==> src/rtl/servo_slew_pwm_if.sv <==
// Servo output stage bus: target handshake, enable request and pulse/status outputs.
interface servo_slew_pwm_if #(
  parameter int unsigned PW_W = 8
) ();
  logic            enable;
  logic            tgt_valid;
  logic            tgt_ready;
  logic [PW_W-1:0] tgt_pw;
  logic            servout;
  logic [PW_W-1:0] cur_pw;
  logic            at_target;
  logic            frame_start;

  modport master (
    output enable, tgt_valid, tgt_pw,
    input  tgt_ready, servout, cur_pw, at_target, frame_start
  );

  modport slave (
    input  enable, tgt_valid, tgt_pw,
    output tgt_ready, servout, cur_pw, at_target, frame_start
  );
endinterface

==> src/rtl/servo_slew_pwm.sv <==
// Servo output stage: one-deep clamped target slot, per-frame slew of the active
// width and whole 50 Hz pulses. Optional macro SERVO_SLEW_EN enables STEP slew limiting.
module servo_slew_pwm #(
  parameter int unsigned FRAME_TICKS = 1000,
  parameter int unsigned PW_W        = 8,
  parameter int unsigned STEP        = 1,
  parameter int unsigned MIN_PW      = 25,
  parameter int unsigned MAX_PW      = 60,
  parameter int unsigned PARK_PW     = 27
) (
  input  logic            clkin,
  input  logic            rst,
  servo_slew_pwm_if.slave bus
);

  localparam int unsigned CNT_W = (FRAME_TICKS > 1) ? $clog2(FRAME_TICKS) : 1;
  localparam int unsigned CMP_W = (CNT_W > PW_W) ? CNT_W : PW_W;
  localparam int unsigned SUM_W = PW_W + 1;
  localparam int unsigned FULL_RANGE = 32'd1 << PW_W;

`ifdef SERVO_SLEW_EN
  localparam bit SLEW_ON = 1'b1;
`else
  localparam bit SLEW_ON = 1'b0;
`endif

  // Without slew limiting the step covers the whole width range, so every
  // change of target lands at a single wrap.
  localparam int unsigned STEP_EFF = (SLEW_ON && (STEP < FULL_RANGE)) ? STEP : FULL_RANGE;

  localparam logic [CNT_W-1:0] CNT_LAST = CNT_W'(FRAME_TICKS - 1);
  localparam logic [PW_W-1:0]  MIN_V    = PW_W'(MIN_PW);
  localparam logic [PW_W-1:0]  MAX_V    = PW_W'(MAX_PW);
  localparam logic [PW_W-1:0]  PARK_V   = PW_W'(PARK_PW);
  localparam logic [SUM_W-1:0] STEP_V   = SUM_W'(STEP_EFF);

  logic [CNT_W-1:0] frame_cnt_q, frame_cnt_d;
  logic [PW_W-1:0]  pend_pw_q,   pend_pw_d;
  logic             pend_full_q, pend_full_d;
  logic [PW_W-1:0]  act_tgt_q,   act_tgt_d;
  logic [PW_W-1:0]  cur_pw_q,    cur_pw_d;
  logic             en_frame_q,  en_frame_d;
  logic             servout_q,   servout_d;
  logic             tgt_ready_q, tgt_ready_d;
  logic             at_target_q, at_target_d;
  logic             frame_start_q, frame_start_d;
  logic             wrap_c;
  logic             xfer_c;

  function automatic logic [PW_W-1:0] clamp_pw(input logic [PW_W-1:0] v);
    if (v < MIN_V) begin
      clamp_pw = MIN_V;
    end else if (v > MAX_V) begin
      clamp_pw = MAX_V;
    end else begin
      clamp_pw = v;
    end
  endfunction

  // One bounded move of cur toward tgt; the extra bit keeps cur+STEP from wrapping.
  function automatic logic [PW_W-1:0] slew_pw(input logic [PW_W-1:0] cur,
                                              input logic [PW_W-1:0] tgt);
    logic [SUM_W-1:0] c;
    logic [SUM_W-1:0] t;
    c = {1'b0, cur};
    t = {1'b0, tgt};
    if (t >= c) begin
      slew_pw = ((t - c) <= STEP_V) ? tgt : PW_W'(c + STEP_V);
    end else begin
      slew_pw = ((c - t) <= STEP_V) ? tgt : PW_W'(c - STEP_V);
    end
  endfunction

  // Next-state: handshake into the slot, frame wrap loads/slews, pulse compare.
  always_comb begin
    frame_cnt_d   = frame_cnt_q + CNT_W'(1);
    pend_pw_d     = pend_pw_q;
    pend_full_d   = pend_full_q;
    act_tgt_d     = act_tgt_q;
    cur_pw_d      = cur_pw_q;
    en_frame_d    = en_frame_q;
    wrap_c        = (frame_cnt_q == CNT_LAST);
    xfer_c        = bus.tgt_valid && tgt_ready_q;

    if (xfer_c) begin
      pend_pw_d   = clamp_pw(bus.tgt_pw);
      pend_full_d = 1'b1;
    end

    if (wrap_c) begin
      frame_cnt_d = '0;
      en_frame_d  = bus.enable;
      if (pend_full_q) begin
        act_tgt_d   = pend_pw_q;
        pend_full_d = 1'b0;
      end
      cur_pw_d = slew_pw(cur_pw_q, act_tgt_d);
    end

    servout_d     = en_frame_q && (CMP_W'(frame_cnt_q) < CMP_W'(cur_pw_q));
    tgt_ready_d   = !pend_full_d;
    at_target_d   = (cur_pw_d == act_tgt_d) && !pend_full_d;
    frame_start_d = (frame_cnt_d == '0);
  end

  always_ff @(posedge clkin) begin
    if (rst) begin
      frame_cnt_q   <= '0;
      pend_pw_q     <= '0;
      pend_full_q   <= 1'b0;
      act_tgt_q     <= PARK_V;
      cur_pw_q      <= PARK_V;
      en_frame_q    <= 1'b0;
      servout_q     <= 1'b0;
      tgt_ready_q   <= 1'b1;
      at_target_q   <= 1'b1;
      frame_start_q <= 1'b0;
    end else begin
      frame_cnt_q   <= frame_cnt_d;
      pend_pw_q     <= pend_pw_d;
      pend_full_q   <= pend_full_d;
      act_tgt_q     <= act_tgt_d;
      cur_pw_q      <= cur_pw_d;
      en_frame_q    <= en_frame_d;
      servout_q     <= servout_d;
      tgt_ready_q   <= tgt_ready_d;
      at_target_q   <= at_target_d;
      frame_start_q <= frame_start_d;
    end
  end

  assign bus.servout     = servout_q;
  assign bus.cur_pw      = cur_pw_q;
  assign bus.tgt_ready   = tgt_ready_q;
  assign bus.at_target   = at_target_q;
  assign bus.frame_start = frame_start_q;

endmodule

==> src/flat_wrapper.sv <==
// flat-port wrapper written by rule: the top's interface ports become plain ports
module servo_slew_pwm_flat 
#(
  parameter int unsigned FRAME_TICKS = 1000,
  parameter int unsigned PW_W        = 8,
  parameter int unsigned STEP        = 1,
  parameter int unsigned MIN_PW      = 25,
  parameter int unsigned MAX_PW      = 60,
  parameter int unsigned PARK_PW     = 27
)
  (clkin, rst, bus_enable, bus_tgt_valid, bus_tgt_pw, bus_tgt_ready, bus_servout, bus_cur_pw, bus_at_target, bus_frame_start);
  servo_slew_pwm_if #(.PW_W(PW_W)) bus_i ();
  input  logic clkin;
  input  logic rst;
  input wire logic [$bits(bus_i.enable)-1:0] bus_enable;
  input wire logic [$bits(bus_i.tgt_valid)-1:0] bus_tgt_valid;
  input wire logic [$bits(bus_i.tgt_pw)-1:0] bus_tgt_pw;
  output wire logic [$bits(bus_i.tgt_ready)-1:0] bus_tgt_ready;
  output wire logic [$bits(bus_i.servout)-1:0] bus_servout;
  output wire logic [$bits(bus_i.cur_pw)-1:0] bus_cur_pw;
  output wire logic [$bits(bus_i.at_target)-1:0] bus_at_target;
  output wire logic [$bits(bus_i.frame_start)-1:0] bus_frame_start;
  assign bus_i.enable = bus_enable;
  assign bus_i.tgt_valid = bus_tgt_valid;
  assign bus_i.tgt_pw = bus_tgt_pw;
  assign bus_tgt_ready = bus_i.tgt_ready;
  assign bus_servout = bus_i.servout;
  assign bus_cur_pw = bus_i.cur_pw;
  assign bus_at_target = bus_i.at_target;
  assign bus_frame_start = bus_i.frame_start;
  servo_slew_pwm #(.FRAME_TICKS(FRAME_TICKS), .PW_W(PW_W), .STEP(STEP), .MIN_PW(MIN_PW), .MAX_PW(MAX_PW), .PARK_PW(PARK_PW)) u_core (.clkin(clkin), .rst(rst), .bus(bus_i));
endmodule
==> config.mk <==
export PLATFORM = sky130hd
export DESIGN_NAME = servo_slew_pwm_flat
export DESIGN_NICKNAME = d
export VERILOG_FILES = /design/src/rtl/servo_slew_pwm_if.sv /design/src/rtl/servo_slew_pwm.sv /design/src/flat_wrapper.sv
export SDC_FILE = /design/constraint.sdc
export NUM_CORES = 1
export LEC_CHECK = 0
export CORE_MARGIN = 4
export CORE_UTILIZATION = 25
export DETAILED_ROUTE_END_ITERATION = 6
export PLACE_DENSITY = 0.51
export SETUP_SLACK_MARGIN = 0.1
export SLEW_MARGIN = 10
export SYNTH_ARGS = -nofsm -noshare
export SYNTH_HDL_FRONTEND = slang
export SYNTH_SLANG_ARGS = --single-unit
==> constraint.sdc <==
create_clock -name clkin -period 3.25 [get_ports clkin]
set_input_delay 0.65 -clock clkin [delete_from_list [all_inputs] [get_ports clkin]]
set_output_delay 0.65 -clock clkin [all_outputs]
set_load 0.02 [all_outputs]
==> reports/metrics.yaml <==
sta:
  slew_headroom_pct: 60.07
  setup_viol_count_final: 0
  setup_repair_after_global_routing_missed_its_margin: "no"
  max_freq_ghz: 0.3318
  timing_hold_violations_final: 0
  final.period_utilization_pct: 92.74
  fin_ws_ns: 0.2359
  tightest_slew_ns: 0.5982
  final-max-slew-violation-count: 0
  finalWorstPathRequiredPeriod_ns: 3.014
  skew_ns: 0.007129
die:
  die_x_um: 113.9
  die_area_um2: 12970
  fp-row-count: 38
  core_area_um2: 10890
  ioPinCount: 24
  initial_cell_density_of_the_core_pct: 25.75
  die_y_extent_um: 113.9
critical_path:
  crit_arrival_ns: 3.21
  critPathLaunchType: "flop"
  critical_path.cell_chain: "buf_6 > mux2_4 > ha_1 > nand2b_4 > a21oi_4 > a2111oi_2 > a2111oi_2 > a31oi_2 > nor3_4 > mux2_4 > o41ai_4"
  worst_ep_required_time_ns: 3.45
  path_type_of_the_worst_setup_path: "flop to flop"
  worst_reg_to_reg_setup_slack_ns: 0.24
  worst_r2r_startpoint: "u_core.pend_full_q"
  critPathCaptureType: "flop"
  regToRegEndpoint: "u_core.bus.at_target"
  cpMaxStageDelayCell: "dfxtp_4"
  critical_path.max_fanout: 8
  reg2reg_depth: 11
  critical_path.max_stage_delay_ns: 0.43
detailed_routing:
  routedWlPerCell_um: 15.11
  firstDrtPassIters: 4
  total_wirelength_of_the_detailed_routed_design_um: 8084
  antenna_violating_nets_left: 0
  first_iter_violations: 109
  num_vias: 2626
  drc_errors: 0
  number_of_vias_per_cell: 4.908
worst_hold_path:
  worst_min_path_class: "flop to flop"
  min_delay_path_depth: 2
  worstHoldStart: "u_core.en_frame_q"
  min_delay_worst_endpoint: "u_core.bus.servout"
power:
  power.switching_fraction_pct: 28.99
  total_power_per_unit_cell_area_nw_per_um2: 296.3
  cell_internal_pwr_mw: 0.8015
  comb_pwr_share_pct: 26.8
  power.share.clock_pct: 27.6
  switching_power_mw: 0.3273
  p_total_mw: 1.129
  leakage_nw: 1.561
  ir_drop_mv: 0.2743
  power_frac_seq_pct: 45.6
synthesis:
  async_set_or_reset_register_ratio_after_synthesis_pct: 0
  syn-num-nets: 377
  synth_seq_area_share_pct: 28.56
  synthesized_area_divided_by_synthesized_cell_count_um2: 8.296
  synth-simple-area-share_pct: 20.75
  post_synth_edffs: 0
  muxShareOfSynthArea_pct: 5.266
  yosys.area_share.adder_pct: 12.05
  ys_ff_latch: 40
  netlist-cell-type-count: 54
  post_synthesis_compound_gate_area_fraction_pct: 20.93
  synth-main-ff-cell: "dfxtp_1"
  synth_cells: 338
  synth_top_family_by_area: "compound AO/OA/AOI/OAI gates"
  xor_xnor_fraction_of_synth_area_pct: 5.622
  synthesis.area_um2: 2804
  ys_warn_count: 0
final_layout:
  layout-drive-gt1-share_pct: 26.08
  antennaDiodeCount: 0
  fin_nets: 434
  area_growth_syn_to_layout_pct: 35.88
place:
  port-buffer-count: 23
  hpwl_dp_um: 5909
  finalWeightedCongestion: 0.8412
  dpl_worst_slack_ns: -0.07994
clocking:
  cts_tree: "built"
  cts_buffer_depth: 2
  clock_buffer_count_from_cts: 5
  clock_insertion_delay_worst_skew_ns: 0.29
  clk_sink_count: 40
  cts.htree.levels: 2
  clkTransAtPathRegs_ns: 0.08
  ctsRootBufferMaster: "clkbuf_8"
outcome:
  outcome: "finished clean"
flow_run:
  maxCapViolations: 0
global_route:
  grt_start_max_net_pins: 18
  grt.total_usage_pct: 12.43
  grt_overflow_total: 0
  grt_pass1_vias: 2574
  antenna_found_initial: 0
  grt_first_pass_wirelength_um: 13080
-- layer usage --
layer | vias up | routed length (µm) | share of wire [%] | track usage, %
li1 | 1323 | - | - | -
met2 | 43 | 3865 | 48 | 19.98
met5 | - | 0 | 0 | 0
met4 | 0 | 104 | 1.3 | 3.167
met3 | 9 | 207 | 2.6 | 2.281
met1 | 1251 | 3906 | 48 | 17.22
-- worst max path at each step --
stage | start | to | slack, ns | depth (start not counted)
after floorplan | u_core.pend_full_q | u_core.bus.at_target | 0.13 | 12
after global placement | u_core.pend_full_q | u_core.bus.at_target | 0.02 | 11
after detailed placement | u_core.pend_full_q | u_core.bus.at_target | -0.08 | 11
after CTS | u_core.pend_full_q | u_core.bus.at_target | 0.11 | 13
after global routing | u_core.pend_full_q | u_core.bus.at_target | 0.08 | 14
final | u_core.pend_full_q | u_core.bus.at_target | 0.24 | 11
-- synth_stat cells (2+ instances only) --
cell type   n  area share [%]
a21o_1      7             1.9
ha_1       27              12
nor3_1      6             1.1
and3_1      3            0.67
nand2b_1    5             1.1
o31ai_1     3            0.80
o2111ai_1   2            0.62
buf_6       6             2.4
nand2_1    28             3.7
mux2i_1     8             2.9
a31oi_1     2            0.45
o21ai_0    14             2.5
a211oi_1    9             2.4
nand4_1     3            0.67
nand3_1    10             1.8
xnor2_1     9             2.8
nor2_1     38             5.1
nand4_2     2            0.89
and2_1      3            0.67
clkbuf_1    6            0.80
dfxtp_1    40              29
inv_1      22             2.9
a21oi_1    22             3.9
a32oi_1     2            0.62
nor2b_1     7             1.6
nor4_1      3            0.67
a221oi_1    2            0.62
xor2_1      9             2.8
o211ai_1    8             2.1
or3_1       2            0.45
a2111oi_0   2            0.62
mux2_2      6             2.4
-- worst max-delay path: cells and delay by family, from the launching register on --
| family | cells | cell delay [ns] |
|---|---|---|
| AO/OA/AOI/OAI | 5 | 1.02 |
| multiplexers | 2 | 0.67 |
| AND/OR/NAND/NOR | 2 | 0.46 |
| flip-flops | 1 | 0.43 |
| adder cells (fa/ha/maj) | 1 | 0.21 |
| buffers and inverters | 1 | 0.14 |
-- power by group through the flow --
stage          Sequential, mW  Clock, mW  Combinational (mW)
2_1_floorplan           0.522          0               0.155
3_3_place_gp            0.525          0               0.242
3_5_place_dp            0.525          0               0.244
4_1_cts                 0.514      0.323               0.259
5_1_grt                 0.516      0.347               0.331
6_report                0.515      0.311               0.302
-- registers in the layout (all words and copies together), names as in the netlist --
| register | flops |
|---|---|
| u_core.bus.cur_pw | 8 |
| u_core.bus.tgt_ready | 1 |
| u_core.pend_full_q | 1 |
| u_core.frame_cnt_q | 10 |
| u_core.act_tgt_q | 8 |
| u_core.bus.at_target | 1 |
| u_core.pend_pw_q | 8 |
| u_core.bus.frame_start | 1 |
| u_core.bus.servout | 1 |
| u_core.en_frame_q | 1 |
-- layout make-up --
class	count	area (µm²)
Multi-Input combinational cell	262	2106
Timing Repair Buffer	64	564.3
Clock buffer	6	72.57
Fill cell	1102	7078
Sequential cell	40	804.5
Inverter	22	82.58
Tap cell	140	175.2
Clock inverter	1	5.005
-- cells in the final DEF (no fill, tap or decap), types with 4 or more instances in the layout --
cell type | Yosys | final
dfxtp_1 | 40 | 39
nor2_2 | 0 | 4
inv_1 | 22 | 19
buf_4 | 0 | 34
nand3_1 | 10 | 10
a21o_1 | 7 | 7
nor2b_1 | 7 | 6
nand2_1 | 28 | 28
buf_6 | 6 | 7
mux2_4 | 0 | 5
nor3_1 | 6 | 6
mux2i_1 | 8 | 5
o21ai_0 | 14 | 11
a21oi_1 | 22 | 18
ha_2 | 0 | 4
xor2_1 | 9 | 9
a211oi_1 | 9 | 6
o211ai_1 | 8 | 8
xnor2_1 | 9 | 9
clkdlybuf4s50_1 | 0 | 23
nor2_1 | 38 | 34
ha_4 | 0 | 6
ha_1 | 27 | 17
clkbuf_8 | 1 | 5
-- per-stage QoR --
stage	setup TNS (ns)	area [µm²]	cells	util [%]	hold slack (ns)
finish	0	3810	535	34.99	0.4540
global route	0	3810	535	34.99	0.4923
CTS	0	3520	525	32.33	0.4613
detailed placement	-0.09693	3371	518	30.96	0.4492
global placement	0	3371	518	30.96	0.4427
floorplan	0	2849	338	-	0.4208
-- logic make-up (layout without fill, tap and decap cells) --
kind of cell | after synthesis | after routing
simple gates | 117 | 117
compound gates | 86 | 86
flops | 40 | 40
buf+inv | 36 | 93
fa+ha+maj | 27 | 27
xor+xnor | 18 | 18
mux | 14 | 14
-- repair_timing --
action | CTS | global route
hold buffers | 0 | 0
setup endpoints to repair | 9 | 9
buffers inserted | 0 | 10
endpoints found under the hold margin | 0 | 0
resized for setup | 13 | 54
pin swaps | 2 | 20
No activity file was read; power rests on OpenSTA's default activity.
